**src/rtl/add_sub_pipe_pkg.sv**
```systemverilog
// Shared definitions for the chunked, pipelined add/sub datapath.
package add_sub_pipe_pkg;

  localparam logic MODE_ADD = 1'b0;
  localparam logic MODE_SUB = 1'b1;

  localparam int DEF_WIDTH  = 32;
  localparam int DEF_STAGES = 4;

  function automatic int chunk_w(input int width, input int stages);
    return width / stages;
  endfunction

endpackage

```
**src/rtl/add_sub_pipe_if.sv**
```systemverilog
// Operand/result handshake bundle for add_sub_pipe; flush rides along with the request side.
interface add_sub_pipe_if #(parameter int WIDTH = 32);
  logic             flush;
  logic             in_valid;
  logic             in_ready;
  logic [WIDTH-1:0] a;
  logic [WIDTH-1:0] b;
  logic             sub;
  logic             cin;
  logic             out_valid;
  logic             out_ready;
  logic [WIDTH-1:0] sum;
  logic             cout;
  logic             ovf;
  logic             zero;
  logic             neg;

  modport master (
    output flush, in_valid, a, b, sub, cin, out_ready,
    input  in_ready, out_valid, sum, cout, ovf, zero, neg
  );

  modport slave (
    input  flush, in_valid, a, b, sub, cin, out_ready,
    output in_ready, out_valid, sum, cout, ovf, zero, neg
  );
endinterface

```
**src/rtl/add_sub_pipe_chunk.sv**
```systemverilog
// Combinational CHUNK-bit adder slice; also reports the carry into its MSB for overflow.
module add_chunk #(
  parameter int W = 8
) (
  input  logic [W-1:0] a,
  input  logic [W-1:0] b,
  input  logic         cin,
  output logic [W-1:0] s,
  output logic         cout,
  output logic         c_msb_in
);
  assign {cout, s} = {1'b0, a} + {1'b0, b} + {{W{1'b0}}, cin};
  // sum bit = a ^ b ^ carry_in, so the carry into the MSB falls out by xor
  assign c_msb_in  = a[W-1] ^ b[W-1] ^ s[W-1];
endmodule

```
**src/rtl/add_sub_pipe.sv**
```systemverilog
// Pipelined add/sub: one CHUNK per stage, carry and skewed operands travel with the op.
module add_sub_pipe
  import add_sub_pipe_pkg::*;
#(
  parameter int WIDTH  = 32,
  parameter int STAGES = 4
) (
  input  logic             clk,
  input  logic             rst,
  add_sub_pipe_if.slave    bus
);
  localparam int CHUNK = chunk_w(WIDTH, STAGES);

  typedef struct packed {
    logic             vld;
    logic             carry;
    logic             c_msb;
    logic [WIDTH-1:0] s;
    logic [WIDTH-1:0] a;
    logic [WIDTH-1:0] b;
  } stage_t;

  stage_t [STAGES-1:0] st_q, st_d;
  stage_t              fin;
  logic                stall, acc, c0;
  logic [WIDTH-1:0]    b0;

  assign fin          = st_q[STAGES-1];
  assign stall        = fin.vld && !bus.out_ready;
  assign bus.in_ready = !stall && !bus.flush;
  assign acc          = bus.in_valid && bus.in_ready;
  assign b0           = (bus.sub == MODE_SUB) ? ~bus.b : bus.b;
  assign c0           = (bus.sub == MODE_SUB) ? 1'b1 : bus.cin;

  for (genvar k = 0; k < STAGES; k++) begin : g_stage
    stage_t           src, nxt;
    logic [CHUNK-1:0] cs;
    logic             co, cm;

    if (k == 0) begin : g_in
      always_comb begin
        src       = '0;
        src.vld   = acc;
        src.carry = c0;
        src.a     = bus.a;
        src.b     = b0;
      end
    end else begin : g_fwd
      assign src = st_q[k-1];
    end

    add_chunk #(.W(CHUNK)) u_chunk (
      .a        (src.a[k*CHUNK +: CHUNK]),
      .b        (src.b[k*CHUNK +: CHUNK]),
      .cin      (src.carry),
      .s        (cs),
      .cout     (co),
      .c_msb_in (cm)
    );

    always_comb begin
      nxt                      = src;
      nxt.s[k*CHUNK +: CHUNK]  = cs;
      nxt.carry                = co;
      nxt.c_msb                = cm;
    end

    assign st_d[k] = nxt;
  end

  // flush wins over stall so a blocked output can still be dropped
  always_ff @(posedge clk or posedge rst) begin
    if (rst) begin
      st_q <= '0;
    end else if (bus.flush) begin
      for (int k = 0; k < STAGES; k++) st_q[k].vld <= 1'b0;
    end else if (!stall) begin
      st_q <= st_d;
    end
  end

  // results and flags are masked so bubbles never expose stale data
  assign bus.out_valid = fin.vld;
  assign bus.sum       = fin.vld ? fin.s : '0;
  assign bus.cout      = fin.vld & fin.carry;
  assign bus.ovf       = fin.vld & (fin.carry ^ fin.c_msb);
  assign bus.zero      = fin.vld & (fin.s == '0);
  assign bus.neg       = fin.vld & fin.s[WIDTH-1];
endmodule
```
**src/flat_wrapper.sv**
```systemverilog
// flat-port wrapper written by rule: the top's interface ports become plain ports
module add_sub_pipe_flat import add_sub_pipe_pkg::*;
#(
  parameter int WIDTH  = 32,
  parameter int STAGES = 4
)
  (clk, rst, bus_flush, bus_in_valid, bus_a, bus_b, bus_sub, bus_cin, bus_out_ready, bus_in_ready, bus_out_valid, bus_sum, bus_cout, bus_ovf, bus_zero, bus_neg);
  add_sub_pipe_if #(.WIDTH(WIDTH)) bus_i ();
  input  logic clk;
  input  logic rst;
  input wire logic [$bits(bus_i.flush)-1:0] bus_flush;
  input wire logic [$bits(bus_i.in_valid)-1:0] bus_in_valid;
  input wire logic [$bits(bus_i.a)-1:0] bus_a;
  input wire logic [$bits(bus_i.b)-1:0] bus_b;
  input wire logic [$bits(bus_i.sub)-1:0] bus_sub;
  input wire logic [$bits(bus_i.cin)-1:0] bus_cin;
  input wire logic [$bits(bus_i.out_ready)-1:0] bus_out_ready;
  output wire logic [$bits(bus_i.in_ready)-1:0] bus_in_ready;
  output wire logic [$bits(bus_i.out_valid)-1:0] bus_out_valid;
  output wire logic [$bits(bus_i.sum)-1:0] bus_sum;
  output wire logic [$bits(bus_i.cout)-1:0] bus_cout;
  output wire logic [$bits(bus_i.ovf)-1:0] bus_ovf;
  output wire logic [$bits(bus_i.zero)-1:0] bus_zero;
  output wire logic [$bits(bus_i.neg)-1:0] bus_neg;
  assign bus_i.flush = bus_flush;
  assign bus_i.in_valid = bus_in_valid;
  assign bus_i.a = bus_a;
  assign bus_i.b = bus_b;
  assign bus_i.sub = bus_sub;
  assign bus_i.cin = bus_cin;
  assign bus_i.out_ready = bus_out_ready;
  assign bus_in_ready = bus_i.in_ready;
  assign bus_out_valid = bus_i.out_valid;
  assign bus_sum = bus_i.sum;
  assign bus_cout = bus_i.cout;
  assign bus_ovf = bus_i.ovf;
  assign bus_zero = bus_i.zero;
  assign bus_neg = bus_i.neg;
  add_sub_pipe #(.WIDTH(WIDTH), .STAGES(STAGES)) u_core (.clk(clk), .rst(rst), .bus(bus_i));
endmodule
```
**config.mk**
```make
export PLATFORM = sky130hd
export DESIGN_NAME = add_sub_pipe_flat
export DESIGN_NICKNAME = d
export VERILOG_FILES = /design/src/rtl/add_sub_pipe_pkg.sv /design/src/rtl/add_sub_pipe_if.sv /design/src/rtl/add_sub_pipe_chunk.sv /design/src/rtl/add_sub_pipe.sv /design/src/flat_wrapper.sv
export SDC_FILE = /design/constraint.sdc
export NUM_CORES = 1
export LEC_CHECK = 0
export CELL_PAD_IN_SITES_DETAIL_PLACEMENT = 1
export CELL_PAD_IN_SITES_GLOBAL_PLACEMENT = 2
export CORE_ASPECT_RATIO = 0.8
export CORE_MARGIN = 8
export CORE_UTILIZATION = 31
export DETAILED_ROUTE_END_ITERATION = 8
export PLACE_DENSITY = 0.82
export RECOVER_POWER = 50
export SYNTH_ARGS = -nofsm -noshare
export SYNTH_HDL_FRONTEND = slang
export SYNTH_SLANG_ARGS = --single-unit
```
**constraint.sdc**
```tcl
create_clock -name clk -period 6 [get_ports clk]
set_input_delay 1.2 -clock clk [delete_from_list [all_inputs] [get_ports clk]]
set_output_delay 1.2 -clock clk [all_outputs]
set_load 0.02 [all_outputs]
```
Word level (Yosys, flattened, before mapping):

Index checks and enable logic that the tools add are counted.

* add/sub/neg operators: 8
* eq/ne operators: 1
* muxes and demuxes: 8
* bitwise gates (word level): 16
* reduce and logical (&&, ||, !) cells: 8

Operator list (number)
* $mux W396: 1
* $mux W32: 2
* $add A8 B8 Y9: 4
* $add A9 B1 Y9: 4
* $logic_not A32 Y1: 1
* $not A32 Y32: 1
* $xor A1 B1 Y1: 9
* $mux W1: 5
* $and A1 B1 Y1: 4
* $logic_and A1 B1 Y1: 3
* $logic_not A1 Y1: 3
* $ne A2 B2 Y1 const B: 1
* $not A1 Y1: 2
* $reduce_and A2 Y1: 1

* register bits after elaboration: 348
* output and inout bits: 38
* logic and storage cells: 65

Depth between registers and ports, before layout:

Gate-level depths: netlist (run 1).

* word-level depth: 7
* mapped depth: 11
* mapped depth without buffers: 9

Cells and area by module:

From an unflattened synthesis (run 1), not the netlist that was laid out.

* cell total of the unflattened synthesis: 661
* area total of the unflattened synthesis: 9744.3 µm²

By module, submodules not included
* add_sub_pipe: instances 1, cells each 489, area each 8306.7 µm², seq. area each 4629.4 µm²
* add_chunk (u_core.g_stage[1].u_chunk ...): instances 3, cells each 43, area each 364.1 µm², seq. area each 0.0 µm²
* add_chunk (u_core.g_stage[0].u_chunk): instances 1, cells each 43, area each 345.3 µm², seq. area each 0.0 µm²

Worst setup path after synthesis (run 1):

No wires, ideal clock.

* path kind: input to register
* from: in bus_sub
* to: reg u_core.st_q (netlist bit u_core.g_stage[1].src[97])
* data arrival time: 3.287 ns
* required time: 5.870 ns
* setup slack: 2.582 ns
* cell stages on the path: 11
* cell sequence: clkbuf_1 -> buf_2 -> or2_2 -> fa_1 -> inv_1 -> fa_1 -> nor2b_1 -> o31ai_1 -> a21oi_1 -> o21ai_0 -> a31oi_2

* cells in the longest elaborated chain, start to end: 3
* elaborated cells on any way between the ends: 4
* those cells by class: add/sub: 2; mux: 2

RTL lines
* start: declaration: line flat_wrapper.sv:15 `input wire logic [$bits(bus_i.sub)-1:0] bus_sub;`
* $mux W32: line add_sub_pipe.sv:32 `assign b0 = (bus.sub == MODE_SUB) ? ~bus.b : bus.b;`
* $add A8 B8 Y9: line add_sub_pipe_chunk.sv:12 `assign {cout, s} = {1'b0, a} + {1'b0, b} + {{W{1'b0}}, cin};`
* $add A9 B1 Y9 (*): line add_sub_pipe_chunk.sv:12
* end signal: assignment: line add_sub_pipe.sv:78 `st_q <= st_d;`
* end: declaration: line add_sub_pipe.sv:23 `stage_t [STAGES-1:0] st_q, st_d;`

Every way passes the cells marked *; elsewhere a longest branch is shown, timed or not.
A chain may end at the register's enable or synchronous reset.

Worst setup path in the final report (run 1):

* from: in bus_out_ready
* to: reg u_core.st_q (netlist bit u_core.g_stage[1].nxt[13])

* cells in the longest elaborated chain, start to end: 4

RTL lines
* start: declaration: line flat_wrapper.sv:17 `input wire logic [$bits(bus_i.out_ready)-1:0] bus_out_ready;`
* $logic_not A1 Y1: line add_sub_pipe.sv:29 `assign stall = fin.vld && !bus.out_ready;`
* $logic_and A1 B1 Y1: line add_sub_pipe.sv:29
* $not A1 Y1 (no source line)
* $reduce_and A2 Y1 (no source line)

No other way between the ends.

==> run_results.csv, run 1 <==
group,metric,value,unit
status,status,"finished, violations left",
status,violations,"capacitance limit, slew limit",
logic_synthesis,ys_seq_elements,185,
detailed_routing,drt_iter0_drc,329,
worst_setup_path,cp.buffers_inverters,2,
timing,period_share,0.729,
pwr,powerDensity,323,mW/mm2
timing,fin_crit,4.37,ns
timing,setup_ws,1.63,ns
grt,grt_use_met2,0.199,
worst_setup_path,cp_data_required_time,6.21,ns
logic_synthesis,synth_area_leaders,"dfrtp_1, nand2_1, ha_1",
place,placed_cells,1408,
min_path,min-delay-start,"u_core.g_stage[2].nxt[63]",
worst_setup_path,slowest_stage,"clkbuf_4",
timing,hold_slack,0.467,ns
layout,diodes,0,
clocking,clockBufferDepth,2,
detailed_routing,via_count,6491,
logic_synthesis,synth_top_area_cell,"dfrtp_1",
clocking,clkLatencyLatePin,0.43,ns
floorplan,die_w,204,um
worst_setup_path,max_stage_delay,1.73,ns
worst_setup_path,crit_chain,"clkdlybuf4s50_1 > nor2b_1 > or2_0 > clkbuf_4 > o21ai_0",
place,placed_area,0.0101,mm2
grt,gr-total-overflow,0,
pwr,p_total,3.43,mW
pwr,vdd_drop_max,208,uV
detailed_routing,drc_errors,0,
worst_setup_path,end_kind,"flip-flop",
worst_setup_path,startpoint_type,"input pin",
grt,met3_usage,0.0310,
logic_synthesis,synth_edf_count,0,
grt,grt_pass1_wl,36300,um
worst_setup_path,crit_type,"in -> reg",
grt,gr-max-usage-layer,"met2",
clocking,cts.sinks,185,
place,dp.final_hpwl,14600,um
layout,area_delta_synth_final,20.9,%
logic_synthesis,synth_nets,1079,
timing,fin_setup_tns,0,ns
worst_setup_path,worst_ep_arrival_time,4.58,ns
worst_setup_path,crit_family,"buffers and inverters",
timing,slew_headroom,-0.735,
logic_synthesis,async_reset_ff_frac,1.00,
timing,clock_skew,0.0134,ns
detailed_routing,drt_pass1_iterations,5,
logic_synthesis,synth_cells,972,
detailed_routing,drtAntennaViolNets,0,
logic_synthesis,ys_warn_count,0,
clocking,cts_setup_buffers,0,
logic_synthesis,avgSynthCellArea,9.04,um2
layout,design_area,0.0106,mm2
worst_setup_path,crit_path_max_fanout,228,
layout,drive_gt1_frac,0.0411,
clocking,cts_tree,"yes",
detailed_routing,viasPerCell,4.51,
logic_synthesis,yosysMostFrequentCell,"nand2_1",
worst_setup_path,startpoint,"bus_out_ready",
floorplan,die_area,0.0340,mm2
floorplan,rows,55,
clocking,path_clk_slew,0.07,ns
clocking,cts-resized-gates,0,
timing,worst_slew_pin_slew,2.60,ns
layout,nNetsFinal,1164,
detailed_routing,wl,21300,um
grt,grt_use_met1,0.183,
floorplan,io_pins,109,
layout,fin_util,0.378,
grt,first_global_vias,7046,
clocking,cts_buffers,17,
logic_synthesis,seq_area_frac_synth,0.527,
place,place_ws,1.98,ns
detailed_routing,wl_per_cell,14.8,um
logic_synthesis,synth_commonest_cells,"nand2_1, dfrtp_1, o21ai_0",
grt,grtUsageTotal,0.130,
grt,grt_max_degree,229,
min_path,hold_class,"reg -> reg",
timing,drv_slew,278,
clocking,cts_hold_buf,0,
floorplan,die_h,167,um
floorplan,start_util,0.313,
pwr,leakagePower,5.08,nW
logic_synthesis,ys_types,38,
place,portBuffers,108,
place,gp_congestion,0.706,
clocking,htree_levels,4,
job,drv_cap,2,
timing,setup_violations,0,
timing,fmax,229,MHz
floorplan,core,0.0281,mm2
logic_synthesis,yosysTopAreaCellShare,0.527,
clocking,cts_root_buf,"clkbuf_16",
timing,rsz0062_at_grt,"no",
timing,hold_viol,0,
worst_setup_path,r2r_start,"u_core.bus.out_valid",
logic_synthesis,synthFlopType,"dfrtp_1",
grt,grt_antenna_before_repair,0,
logic_synthesis,synth_area,0.00879,mm2
layout,fin_cells,1440,
## sequential cells by signal (all words and copies together) (netlist names)
signal                flops
u_core.bus.out_valid      1
u_core.fin               34
u_core.g_stage.nxt      147
u_core.g_stage.src        3
## cells by family (layout without fill, tap and decap cells)
logic type / count (synthesis) / in the layout / share of synthesized area
buffers and inverters: 64 / 162 / 0.0451
XOR/XNOR: 52 / 52 / 0.0518
AO/OA/AOI/OAI: 114 / 114 / 0.0752
AND/OR/NAND/NOR: 518 / 518 / 0.240
adder cells (fa/ha/maj): 36 / 36 / 0.0581
flip-flops: 185 / 185 / 0.527
multiplexers: 3 / 3 / 0.00342
## cells in the final DEF (no fill, tap or decap), drive strengths merged, types with 2 or more instances in the layout
cell type	n
bufinv	2
fa	8
nand4	2
o21a	2
o31ai	5
nor2b	3
nand2	432
nand2b	4
a21oi	18
o211ai	2
or3	4
buf	6
o21ai	65
a31oi	6
dfrtp	185
clkinv	2
nor4	6
clkdlybuf4s50	106
clkbuf	21
nor3	10
o21bai	4
inv	18
xor2	26
xnor2	26
or2	2
a211oi	6
a21o	4
and2	34
ha	28
mux2i	3
clkinvlp	6
nor2	19
## power by group
group | total (mW) | internal, mW | leakage (nW) | switching, mW
logic | 0.653 | 0.285 | 2.50 | 0.368
registers | 1.65 | 1.49 | 2.30 | 0.168
clock network | 1.13 | 0.629 | 0.273 | 0.499
## routing by layer
metal	vias to the layer above	wire length, um
met5	-	0
met4	0	106
met3	7	676
met2	81	9580
met1	3134	11000
li1	3269	-
## worst paths after layout
path	endpoint	slack, ns	cells after the start
worst max-delay path	u_core.g_stage[1].nxt[13]	1.63	5
worst min-delay path	u_core.g_stage[3].nxt[63]	0.47	2
worst max register to register	u_core.g_stage[1].nxt[13]	1.72	4
worst min register to register	u_core.g_stage[3].nxt[63]	0.47	2
max in group asynchronous	u_core.g_stage[3].nxt[60]	2.00	3
min in group asynchronous	u_core.g_stage[2].nxt[68]	1.22	2
## layout make-up
cell class / count / area, um2
fillers: 3287 / 17500
flip-flops and latches: 185 / 4630
multi-input cells: 723 / 3760
repair buffers: 115 / 1120
well taps: 370 / 463
clock buffers: 19 / 443
clock inverters: 13 / 143
inverters: 15 / 60.1
## tightest hold or removal path: stages (launching register included)
cell and delay (ns):
dfrtp_1 0.34, nand2_1 0.05, nand2_1 0.05
Power figures use the tool's default switching activity.
==> inputs of run 2 (changes only) <==
- clock period: 6 -> 3.9 ns (I/O delays scaled with it)
==> run 2 against run 1 <==
Critical path depth shrank 1. Largest cell class unchanged. Largest power group unchanged. Clock power grew 59%. First-iteration DRC count shrank 15%. Utilization grew 0.20 points. Die area is the same. Critical endpoint is now bus_in_ready. The flow still finishes with violations (capacitance limit, slew limit). Worst hold slack lost 0.0026 ns.
==> run_results.csv, run 2 (synthesis results as in run 1) <==
group,metric,value,unit
status,status,"finished, violations left",
status,violations,"capacitance limit, slew limit",
worst_setup_path,crit_type,"reg -> out",
timing,fmax,301,MHz
timing,fin_setup_tns,0,ns
clocking,cts.sinks,185,
grt,grt_max_degree,204,
worst_setup_path,crit_family,"simple AND/OR/NAND/NOR gates",
detailed_routing,wl_per_cell,14.5,um
floorplan,die_area,0.0340,mm2
timing,hold_viol,0,
detailed_routing,viasPerCell,4.47,
worst_setup_path,worst_ep_arrival_time,2.55,ns
clocking,htree_levels,4,
place,dp.final_hpwl,14400,um
pwr,p_total,5.35,mW
layout,mostFrequentLayoutCells,"nand2_1, dfrtp_1, clkdlybuf4s50_1",
timing,worst_slew_pin_slew,1.84,ns
timing,period_share,0.853,
detailed_routing,drt_pass1_iterations,4,
grt,grtUsageTotal,0.127,
timing,clock_skew,0.0137,ns
grt,first_global_vias,6985,
worst_setup_path,end_kind,"primary output",
grt,gr-total-overflow,0,
layout,largest_reg_flops,147,
worst_setup_path,cp.buffers_inverters,2,
clocking,clockBufferDepth,2,
floorplan,die_h,167,um
job,drv_cap,2,
timing,rsz0062_at_grt,"no",
timing,setup_ws,0.575,ns
detailed_routing,drtAntennaViolNets,0,
floorplan,die_w,204,um
timing,slew_headroom,-0.224,
detailed_routing,drt_iter0_drc,280,
timing,setup_violations,0,
detailed_routing,via_count,6443,
detailed_routing,drc_errors,0,
timing,drv_slew,171,
layout,layout_commonest_cell,"nand2_1",
pwr,vdd_drop_max,328,uV
min_path,hold_class,"reg -> reg",
clocking,cts-resized-gates,0,
clocking,cts_hold_buf,0,
worst_setup_path,slowest_stage,"dfrtp_1",
grt,grt_antenna_before_repair,0,
clocking,cts_buffers,17,
layout,diodes,0,
place,place_ws,0.558,ns
clocking,path_clk_slew,0.08,ns
grt,grt_pass1_wl,35900,um
worst_setup_path,crit_path_max_fanout,16,
clocking,clkLatencyLatePin,0.43,ns
clocking,cts_setup_buffers,0,
place,portBuffers,108,
worst_setup_path,cp_data_required_time,3.12,ns
floorplan,io_pins,109,
floorplan,start_util,0.313,
layout,area_delta_synth_final,21.5,%
pwr,powerDensity,501,mW/mm2
floorplan,core,0.0281,mm2
layout,nNetsFinal,1165,
worst_setup_path,startpoint_type,"flip-flop",
worst_setup_path,max_stage_delay,0.67,ns
clocking,cts_tree,"yes",
worst_setup_path,crit_chain,"nor2b_1 > or2_4 > clkinvlp_2 > clkdlybuf4s50_1",
clocking,cts_root_buf,"clkbuf_16",
layout,drive_gt1_frac,0.0439,
timing,fin_crit,3.33,ns
floorplan,rows,55,
place,gp_congestion,0.724,
detailed_routing,wl,20800,um
pwr,leakagePower,5.12,nW
==> run 2: changes by cell type in the layout (fill, tap and decap cells not counted), sizes merged <==
cell,delta
clkbuf,+1
inv,+3
clkinvlp,-3
==> run 2: metal layers <==
| layer | up-vias | share of wire | track usage | wire (um) |
|---|---|---|---|---|
| met3 | 12 | 0.029 | 0.0281 | 606 |
| met5 | - | 0 | 0 | 0 |
| met1 | 3082 | 0.53 | 0.184 | 11100 |
| met2 | 72 | 0.43 | 0.191 | 8980 |
| met4 | 0 | 0.0070 | 0.0281 | 146 |
| li1 | 3277 | - | - | - |
==> run 2: worst paths after layout <==
path,startpoint,end,slack (ns),depth (start not counted)
worst min register to register,u_core.g_stage[2].nxt[29],u_core.g_stage[3].nxt[29],0.46,2
min in group asynchronous,rst,u_core.g_stage[1].src[97],0.95,2
max in group asynchronous,rst,u_core.g_stage[3].nxt[62],0.79,3
worst max-delay path,u_core.bus.out_valid,bus_in_ready,0.57,4
worst max register to register,u_core.bus.out_valid,u_core.fin[97],0.79,6
worst min-delay path,u_core.g_stage[2].nxt[29],u_core.g_stage[3].nxt[29],0.46,2
==> run 2: per-stage QoR <==
step / instance area, um2 / utilization / hold WS [ns] / cells
3_5_place_dp: 10100 / 0.360 / 0.453 / 1409
6_report: 10700 / 0.380 / 0.464 / 1441
5_1_grt: 10700 / 0.380 / 0.486 / 1441
3_3_place_gp: 10100 / 0.360 / 0.451 / 1409
4_1_cts: 10700 / 0.382 / 0.472 / 1441
2_1_floorplan: 8790 / - / 0.437 / 972
==> run 2: report_power, final <==
part	internal, mW	switching, mW	total [mW]
clock	1.00	0.796	1.80
sequential	2.28	0.258	2.54
combinational	0.439	0.567	1.01
==> run 2: worst reg2reg max path, delay by kind of cell (launching register included) <==
kind            cells  cell delay (ns)
compound gates      1             0.06
buf+inv             2             0.89
flops               1             0.67
simple gates        3             1.29
==> run 2: cell type report <==
class | count | area (um2)
Timing Repair Buffer | 116 | 1150
Inverter | 15 | 58.8
Multi-Input combinational cell | 723 | 3760
Fill cell | 3280 | 17400
Tap cell | 370 | 463
Clock buffer | 19 | 453
Sequential cell | 185 | 4630
Clock inverter | 13 | 156
==> inputs of run 3 (changes only) <==
- CTS_CLUSTER_DIAMETER: default -> 200
==> results of run 3 <==
The final DEF is identical to that of run 2; final timing and power are the same.
